===== src/rtl/frame_read_bridge_pkg.sv =====
// Shared FSM encoding and default parameter constants for the frame read bridge.
package frame_read_bridge_pkg;

    localparam int unsigned FRB_ADDRESS_WIDTH   = 25;
    localparam int unsigned FRB_DEPTH           = 8;
    localparam int unsigned FRB_MAX_OUTSTANDING = 4;
    localparam int unsigned FRB_OUTSTANDING_W   = 4;

    typedef enum logic {
        IDLE  = 1'b0,
        ISSUE = 1'b1
    } frb_state_e;

endpackage


===== src/rtl/frame_read_bridge_req_fifo.sv =====
// Request address queue: DEPTH entries, power-of-two wrap, occupancy 0..DEPTH.
module frb_req_fifo #(
    parameter int unsigned WIDTH = 25,
    parameter int unsigned DEPTH = 8
) (
    input  logic                     clk,
    input  logic                     reset_n,
    input  logic                     push_i,
    input  logic                     pop_i,
    input  logic [WIDTH-1:0]         data_i,
    output logic [WIDTH-1:0]         head_o,
    output logic [$clog2(DEPTH):0]   count_o
);

    localparam int unsigned PW = $clog2(DEPTH);

    logic [WIDTH-1:0] mem_q [DEPTH];
    logic [PW-1:0]    wr_ptr_q, rd_ptr_q;
    logic [PW:0]      count_q;
    logic             do_push, do_pop;

    assign do_push = push_i && (count_q != (PW+1)'(DEPTH));
    assign do_pop  = pop_i && (count_q != '0);

    always_ff @(posedge clk or negedge reset_n) begin
        if (!reset_n) begin
            wr_ptr_q <= '0;
            rd_ptr_q <= '0;
            count_q  <= '0;
        end else begin
            if (do_push) wr_ptr_q <= wr_ptr_q + PW'(1);
            if (do_pop)  rd_ptr_q <= rd_ptr_q + PW'(1);
            if (do_push && !do_pop)      count_q <= count_q + (PW+1)'(1);
            else if (!do_push && do_pop) count_q <= count_q - (PW+1)'(1);
        end
    end

    // Storage is plain RAM; only the control state above is reset.
    always_ff @(posedge clk) begin
        if (do_push) mem_q[wr_ptr_q] <= data_i;
    end

    assign head_o  = mem_q[rd_ptr_q];
    assign count_o = count_q;

endmodule


===== src/rtl/frame_read_bridge.sv =====
// Pixel read bridge: queues byte-address requests, issues ordered memory reads, returns data.
module frame_read_bridge
    import frame_read_bridge_pkg::*;
#(
    parameter int unsigned ADDRESS_WIDTH   = FRB_ADDRESS_WIDTH,
    parameter int unsigned DEPTH           = FRB_DEPTH,
    parameter int unsigned MAX_OUTSTANDING = FRB_MAX_OUTSTANDING
) (
    input  logic                     clk,
    input  logic                     reset_n,
    input  logic [ADDRESS_WIDTH-1:0] req_address,
    input  logic                     req_valid,
    output logic                     req_full,
    output logic [7:0]               rsp_data,
    output logic                     rsp_valid,
    output logic [ADDRESS_WIDTH-1:0] mem_address,
    output logic                     mem_read,
    input  logic                     mem_waitrequest,
    input  logic [7:0]               mem_readdata,
    input  logic                     mem_readdatavalid,
    output logic                     overflow_err,
    output logic                     protocol_err
);

    localparam int unsigned CW = $clog2(DEPTH) + 1;
    localparam int unsigned OW = FRB_OUTSTANDING_W;

    frb_state_e             state_q, state_d;
    logic [OW-1:0]          outst_q, outst_d;
    logic [CW-1:0]          count, count_d;
    logic [ADDRESS_WIDTH-1:0] head;
    logic                   push, pop, ret, stray;
    logic                   req_full_q, rsp_valid_q, overflow_q, protocol_q;
    logic [7:0]             rsp_data_q;

    frb_req_fifo #(
        .WIDTH (ADDRESS_WIDTH),
        .DEPTH (DEPTH)
    ) u_fifo (
        .clk     (clk),
        .reset_n (reset_n),
        .push_i  (push),
        .pop_i   (pop),
        .data_i  (req_address),
        .head_o  (head),
        .count_o (count)
    );

    assign push  = req_valid && (count != CW'(DEPTH));
    assign pop   = (state_q == ISSUE) && !mem_waitrequest && (count != '0);
    assign ret   = mem_readdatavalid && (outst_q != '0);
    assign stray = mem_readdatavalid && (outst_q == '0);

    always_comb begin
        count_d = count;
        if (push && !pop)      count_d = count + CW'(1);
        else if (!push && pop) count_d = count - CW'(1);
        outst_d = outst_q;
        if (pop && !ret)       outst_d = outst_q + OW'(1);
        else if (!pop && ret)  outst_d = outst_q - OW'(1);
    end

    // IDLE looks at this cycle's push so a request into an empty queue issues next cycle.
    always_comb begin
        state_d = state_q;
        case (state_q)
            IDLE: begin
                if (((count != '0) || push) && (outst_q < OW'(MAX_OUTSTANDING)))
                    state_d = ISSUE;
            end
            ISSUE: begin
                if (pop && !((count_d != '0) && ((outst_q + OW'(1)) < OW'(MAX_OUTSTANDING))))
                    state_d = IDLE;
            end
            default: state_d = IDLE;
        endcase
    end

    always_ff @(posedge clk or negedge reset_n) begin
        if (!reset_n) begin
            state_q     <= IDLE;
            outst_q     <= '0;
            req_full_q  <= 1'b0;
            rsp_valid_q <= 1'b0;
            rsp_data_q  <= '0;
            overflow_q  <= 1'b0;
            protocol_q  <= 1'b0;
        end else begin
            state_q     <= state_d;
            outst_q     <= outst_d;
            req_full_q  <= (count_d >= CW'(DEPTH - 1));
            rsp_valid_q <= ret;
            if (ret) rsp_data_q <= mem_readdata;
            if (req_valid && !push) overflow_q <= 1'b1;
            if (stray) protocol_q <= 1'b1;
        end
    end

    assign mem_read     = (state_q == ISSUE);
    assign mem_address  = mem_read ? head : '0;
    assign req_full     = req_full_q;
    assign rsp_valid    = rsp_valid_q;
    assign rsp_data     = rsp_data_q;
    assign overflow_err = overflow_q;
    assign protocol_err = protocol_q;

endmodule


===== config.mk =====
export PLATFORM = sky130hd
export DESIGN_NAME = frame_read_bridge
export DESIGN_NICKNAME = d
export VERILOG_FILES = /design/src/rtl/frame_read_bridge_pkg.sv /design/src/rtl/frame_read_bridge_req_fifo.sv /design/src/rtl/frame_read_bridge.sv
export SDC_FILE = /design/constraint.sdc
export NUM_CORES = 1
export LEC_CHECK = 0
export BUFFER_PORTS_ARGS = -buffer_cell sky130_fd_sc_hd__buf_4
export CORE_MARGIN = 2
export CORE_UTILIZATION = 55
export DETAILED_ROUTE_END_ITERATION = 7
export PLACE_DENSITY = 0.77
export SYNTH_ARGS = -nofsm -noshare
export SYNTH_HDL_FRONTEND = slang
export SYNTH_HIERARCHICAL = 1
export SYNTH_SLANG_ARGS = --single-unit

===== constraint.sdc =====
create_clock -name clk -period 5.5 [get_ports clk]
set_clock_uncertainty 0.05 [all_clocks]
set_input_delay 1.1 -clock clk [delete_from_list [all_inputs] [get_ports clk]]
set_output_delay 1.1 -clock clk [all_outputs]
set_load 0.05 [all_outputs]

======== Yosys cells after proc, flatten, opt, wreduce, memory -nomap -nowiden ========
Memory sizes are Yosys's and may differ from the RTL's.
Cells that the tools add are included.
word-level totals
  register bits ........................... 27
  bits in latches ......................... 0
  memory bits (writable) .................. 200
  bits in read-only memories .............. 0
  input port bits ......................... 38
  output and inout port bits .............. 38
  memories kept ........................... 1
cells by class
  $add $sub $neg .......................... 6
  $mul .................................... 0
  divide/modulo/power cells ............... 0
  magnitude comparators ................... 3
  eq/ne operators ......................... 1
  shifts and indexed selects .............. 0
  muxes and demuxes ....................... 12
  bitwise logic cells ..................... 1
  reduce and logical (&&, ||, !) cells .... 31
memories
  memory        words  bits a word  read ports  clocked after memory_dff  wr ports  RTL line                          RTL
  u_fifo.mem_q  8      25           1           0                         1         frame_read_bridge_req_fifo.sv:17  logic [WIDTH-1:0] mem_q [DEPTH];
operator list
  operator               number
  $mux W25               1
  $mux W4                6
  $logic_and A1 B1 Y1    17
  $reduce_bool A4 Y1     3
  $add A4 B1 Y4 const B  2
  $lt A4 B3 Y1 const B   2
  $sub A4 B1 Y4 const B  2
  $logic_not A1 Y1       7
  $add A3 B1 Y3 const B  2
  $ge A4 B3 Y1 const B   1
  $logic_not A4 Y1       1
  $mux W1                4
  $ne A4 B4 Y1 const B   1
  $reduce_bool A2 Y1     2
  $pmux W1 S2            1
  $logic_or A1 B1 Y1     1
  $not A1 Y1             1

======== Logic depth before layout (Yosys ltp) ========
  depth in word-level cells ............... 12
  depth in mapped cells ................... 13

======== Cells and area by module ========
Netlist, hierarchy kept.
by module, submodules not included
  module             times used  cells an instance  area each (um^2)  seq. area each (um^2)
  frb_req_fifo       1           351                8333.0            6256.0
  frame_read_bridge  1           124                1144.8            425.4

======== Least setup slack after synthesis ========
OpenSTA, ideal clock, no wires.
  path kind ............................... input to register
  start point ............................. input req_valid
  end point ............................... memory u_fifo.mem_q[0][0] (enable)
  library setup time ...................... 0.470 ns
  arrival time ............................ 3.894 ns
  slack ................................... 1.086 ns
  stages .................................. 5
  path buffers ............................ 1
  cells stage by stage .................... buf_6 nand2_1 inv_1 nand2_2 nor4_1
between the ends
  cells in the longest elaborated chain, start to end .. 4
RTL lines
  element                        RTL line                          RTL
  start: declaration             frame_read_bridge.sv:12           input logic req_valid,
  $logic_and A1 B1 Y1            frame_read_bridge.sv:49           assign push = req_valid && (count != CW'(DEPTH));
  named net push                 frame_read_bridge.sv:32           logic push, pop, ret, stray;
  $logic_and A1 B1 Y1            frame_read_bridge_req_fifo.sv:22  assign do_push = push_i && (count_q != (PW+1)'(DEPTH));
  $mux W1                        frame_read_bridge_req_fifo.sv:40  if (do_push) mem_q[wr_ptr_q] <= data_i;
  $mux W1 (implied by the code)  frame_read_bridge_req_fifo.sv:40
  end: declaration               frame_read_bridge_req_fifo.sv:17
The timed path passes the listed nets, and every way through them passes these cells.

======== Worst setup path after layout ========
  start point ............................. register u_fifo.rd_ptr_q[0]
  end point ............................... output mem_address[9]
between the ends
  cells in the longest elaborated chain, start to end .. 2
RTL lines
  element                   RTL line                          RTL
  start: declaration        frame_read_bridge_req_fifo.sv:18  logic [PW-1:0] wr_ptr_q, rd_ptr_q;
  start signal: assignment  frame_read_bridge_req_fifo.sv:32  if (do_pop) rd_ptr_q <= rd_ptr_q + PW'(1);
  $mem_v2 Z8 W25            n/a
  named net head[9]         frame_read_bridge.sv:31           logic [ADDRESS_WIDTH-1:0] head;
  $mux W25                  frame_read_bridge.sv:100          assign mem_address = mem_read ? head : '0;
  end: declaration          frame_read_bridge.sv:16           output logic [ADDRESS_WIDTH-1:0] mem_address,
The timed path passes the listed nets, and every way through them passes these cells.

==> results.cfg <==
[flow_run]
cap_violations = 0

[placed_design]
globalplace.congestion = 0.7226
port_buffers = 75
dpl.hpwl_um = 10080

[worst_setup_path]
critPathKind = flop to output pin
critPathArrivalTime_ps = 2980
end_kind = output pin
start_kind = flop
worst-path-max-fanout = 22
worstPathRequired_ps = 4350

[synth]
syn_area_sq_um = 9478
ys_warn_count = 6
async_flop_share_pct = 11.89
synth_cell_type_count = 47
syn_nets = 524
ys.flop_type = edfxtp_1
synth-edff-count = 200
ys_seq_area_share_pct = 70.50
synth-seq-cells = 227
avgSynthCellArea_sq_um = 19.95
syn-instance-count = 475

[floorplan]
start_util_pct = 56.75
core_sq_um = 16700
io_pins = 76
fp.dieH_um = 135.3
die_w_um = 135.3
std_cell_rows = 47
die-area_sq_um = 18300

[drt]
drc = 0
dr.pass1.iters = 4
postRouteAntennaNets = 0
drt-wirelength-per-cell_um = 22.05
routed_via_density = 5.895
num_vias = 4734
routed_wirelength_um = 17710
drtIter0Drc = 313

[outcome]
status = complete, no violations

[timing]
finalSetupTns_ps = 0
rsz0062_at_grt = no
max_slew_margin_pct = 25.52
tightest_slew_ps = 1117
drv_slew = 0
setup_viol_count_final = 0
fin_crit_sh_pct = 75.02
whs_ps = 429.5
hold_viol = 0
fmax_mhz = 242.3
min_period_ps = 4126

[grt]
grt_first_pass_wirelength_um = 27480
antenna_found_initial = 0
grt_usage_pct = 20.02
grt_max_degree = 53
gr-total-overflow = 0
grt_pass1_vias = 4870

[final_layout]
synthToLayoutAreaGrowth_pct = 16.18
fillers = 1124
diodes = 0
multi_input_area_sq_um = 2655
register_area_sq_um = 6684
drive_above_1_share_pct = 29.85
fin_nets = 616

[power_and_ir_drop]
p_per_area_nw_per_um2 = 565.0
p_leak_nw = 3.958
power_mw = 6.222
irDropWorstVdd_uv = 424.4

[clock_tree]
postCtsSetupBuffers = 0
cts.sinks = 227
cts_tree = done
cts_buffers = 23
clock_tree.root_cell = clkbuf_16
hold_buffers = 0
path_clk_slew_ps = 60
max-clock-path-buffers = 3
clock_latency_ps = 510
h-tree-depth = 1
post_cts_resized = 0

[min_path]
hold_path.class = flop to flop
worst paths after layout:
| check | from | to | slack [ps] | cells past startpoint |
|---|---|---|---|---|
| max | u_fifo/rd_ptr_q[0] | mem_address[9] | 1370 | 5 |
| min | overflow_err | overflow_err | 430 | 1 |
| max reg2reg | u_fifo/count_o[0] | u_fifo/count_o[3] | 2050 | 12 |
| min reg2reg | overflow_err | overflow_err | 430 | 1 |
| max in group asynchronous | reset_n | u_fifo/rd_ptr_q[1] | 4670 | 1 |
| min in group asynchronous | reset_n | u_fifo/count_o[3] | 450 | 1 |
through the flow:
| stage | worst slack, ps | cells | utilization, % | instance area (sq um) |
|---|---|---|---|---|
| floorplan | 1086 | 475 | - | 9478 |
| global placement | 1929 | 762 | 61.75 | 10310 |
| detailed placement | 1900 | 762 | 61.75 | 10310 |
| CTS | 1344 | 803 | 65.94 | 11010 |
| global route | 1262 | 803 | 65.94 | 11010 |
| finish | 1374 | 803 | 65.94 | 11010 |
routing by layer:
layer | vias to the layer above | global-route usage [%] | share of wire, %
met3 | 39 | 3.180 | 5.7
li1 | 2135 | - | -
met2 | 145 | 34.12 | 50
met4 | 0 | 5.613 | 2.5
met1 | 2415 | 27.25 | 41
met5 | - | 0 | 0
area by class of cell:
cell class	instances	area share (%)
Sequential cell	227	60.70
Multi-Input combinational cell	216	24.11
Timing Repair Buffer	87	5.931
Clock buffer	25	5.295
Tap cell	220	2.500
Clock inverter	16	1.057
Inverter	12	0.4090
logic make-up after synthesis:
logic type | share of synthesized area, %
DFF | 70.50
muxes | 18.42
and+or+nand+nor | 4.726
buffers and inverters | 1.848
AOI/OAI and AO/OA | 1.967
xor gates and xnor gates | 1.016
adders and majority gates | 1.531
registers in the layout, summed over array words and instances (netlist names):
register and count:
outst_q 4, overflow_err 1, rsp_data 8, u_fifo/rd_ptr_q 3, protocol_err 1, u_fifo/count_o 4, req_full 1, u_fifo/wr_ptr_q 3
mem_read 1, rsp_valid 1, u_fifo/mem_q 200
cells in the final DEF (no fill, tap or decap), drive strengths merged, types with 3 or more instances in the layout:
| cell type | n |
|---|---|
| a21oi | 5 |
| inv | 13 |
| nor2 | 7 |
| and2 | 25 |
| edfxtp | 200 |
| mux2 | 36 |
| xor2 | 4 |
| clkinv | 12 |
| ha | 10 |
| mux4 | 50 |
| clkbuf | 25 |
| or3 | 3 |
| buf | 87 |
| nand2 | 15 |
| dfrtp | 27 |
| xnor2 | 7 |
| mux2i | 3 |
| nor3 | 7 |
| o21ai | 7 |
| o211ai | 3 |
| nand3 | 7 |
| nand2b | 3 |
critical path, cell delays in order (launching register included):
cell and delay, ps:
dfrtp_2 780, buf_4 420, mux4_1 590, mux2_2 270, and2_1 180, buf_4 200
cells in the mapped netlist (all sizes together), types with 4 or more instances:
cell | instances | area (sq um)
mux4 | 50 | 1310
and2 | 25 | 156.4
o21ai | 7 | 35.03
ha | 10 | 125.1
xnor2 | 7 | 61.31
mux2 | 36 | 405.4
nor3 | 7 | 35.03
nor2 | 7 | 26.28
a21oi | 5 | 25.02
nand2 | 15 | 61.31
xor2 | 4 | 35.03
inv | 12 | 45.04
dfrtp | 27 | 675.7
nand3 | 7 | 35.03
clkbuf | 11 | 42.54
buf | 9 | 87.58
edfxtp | 200 | 6006
power by group:
group | internal, mW | total, mW | switching [mW]
registers | 2.20 | 2.46 | 0.264
logic | 1.00 | 2.32 | 1.32
clock network | 0.816 | 1.44 | 0.624
No activity file was read; power rests on OpenSTA's default activity.
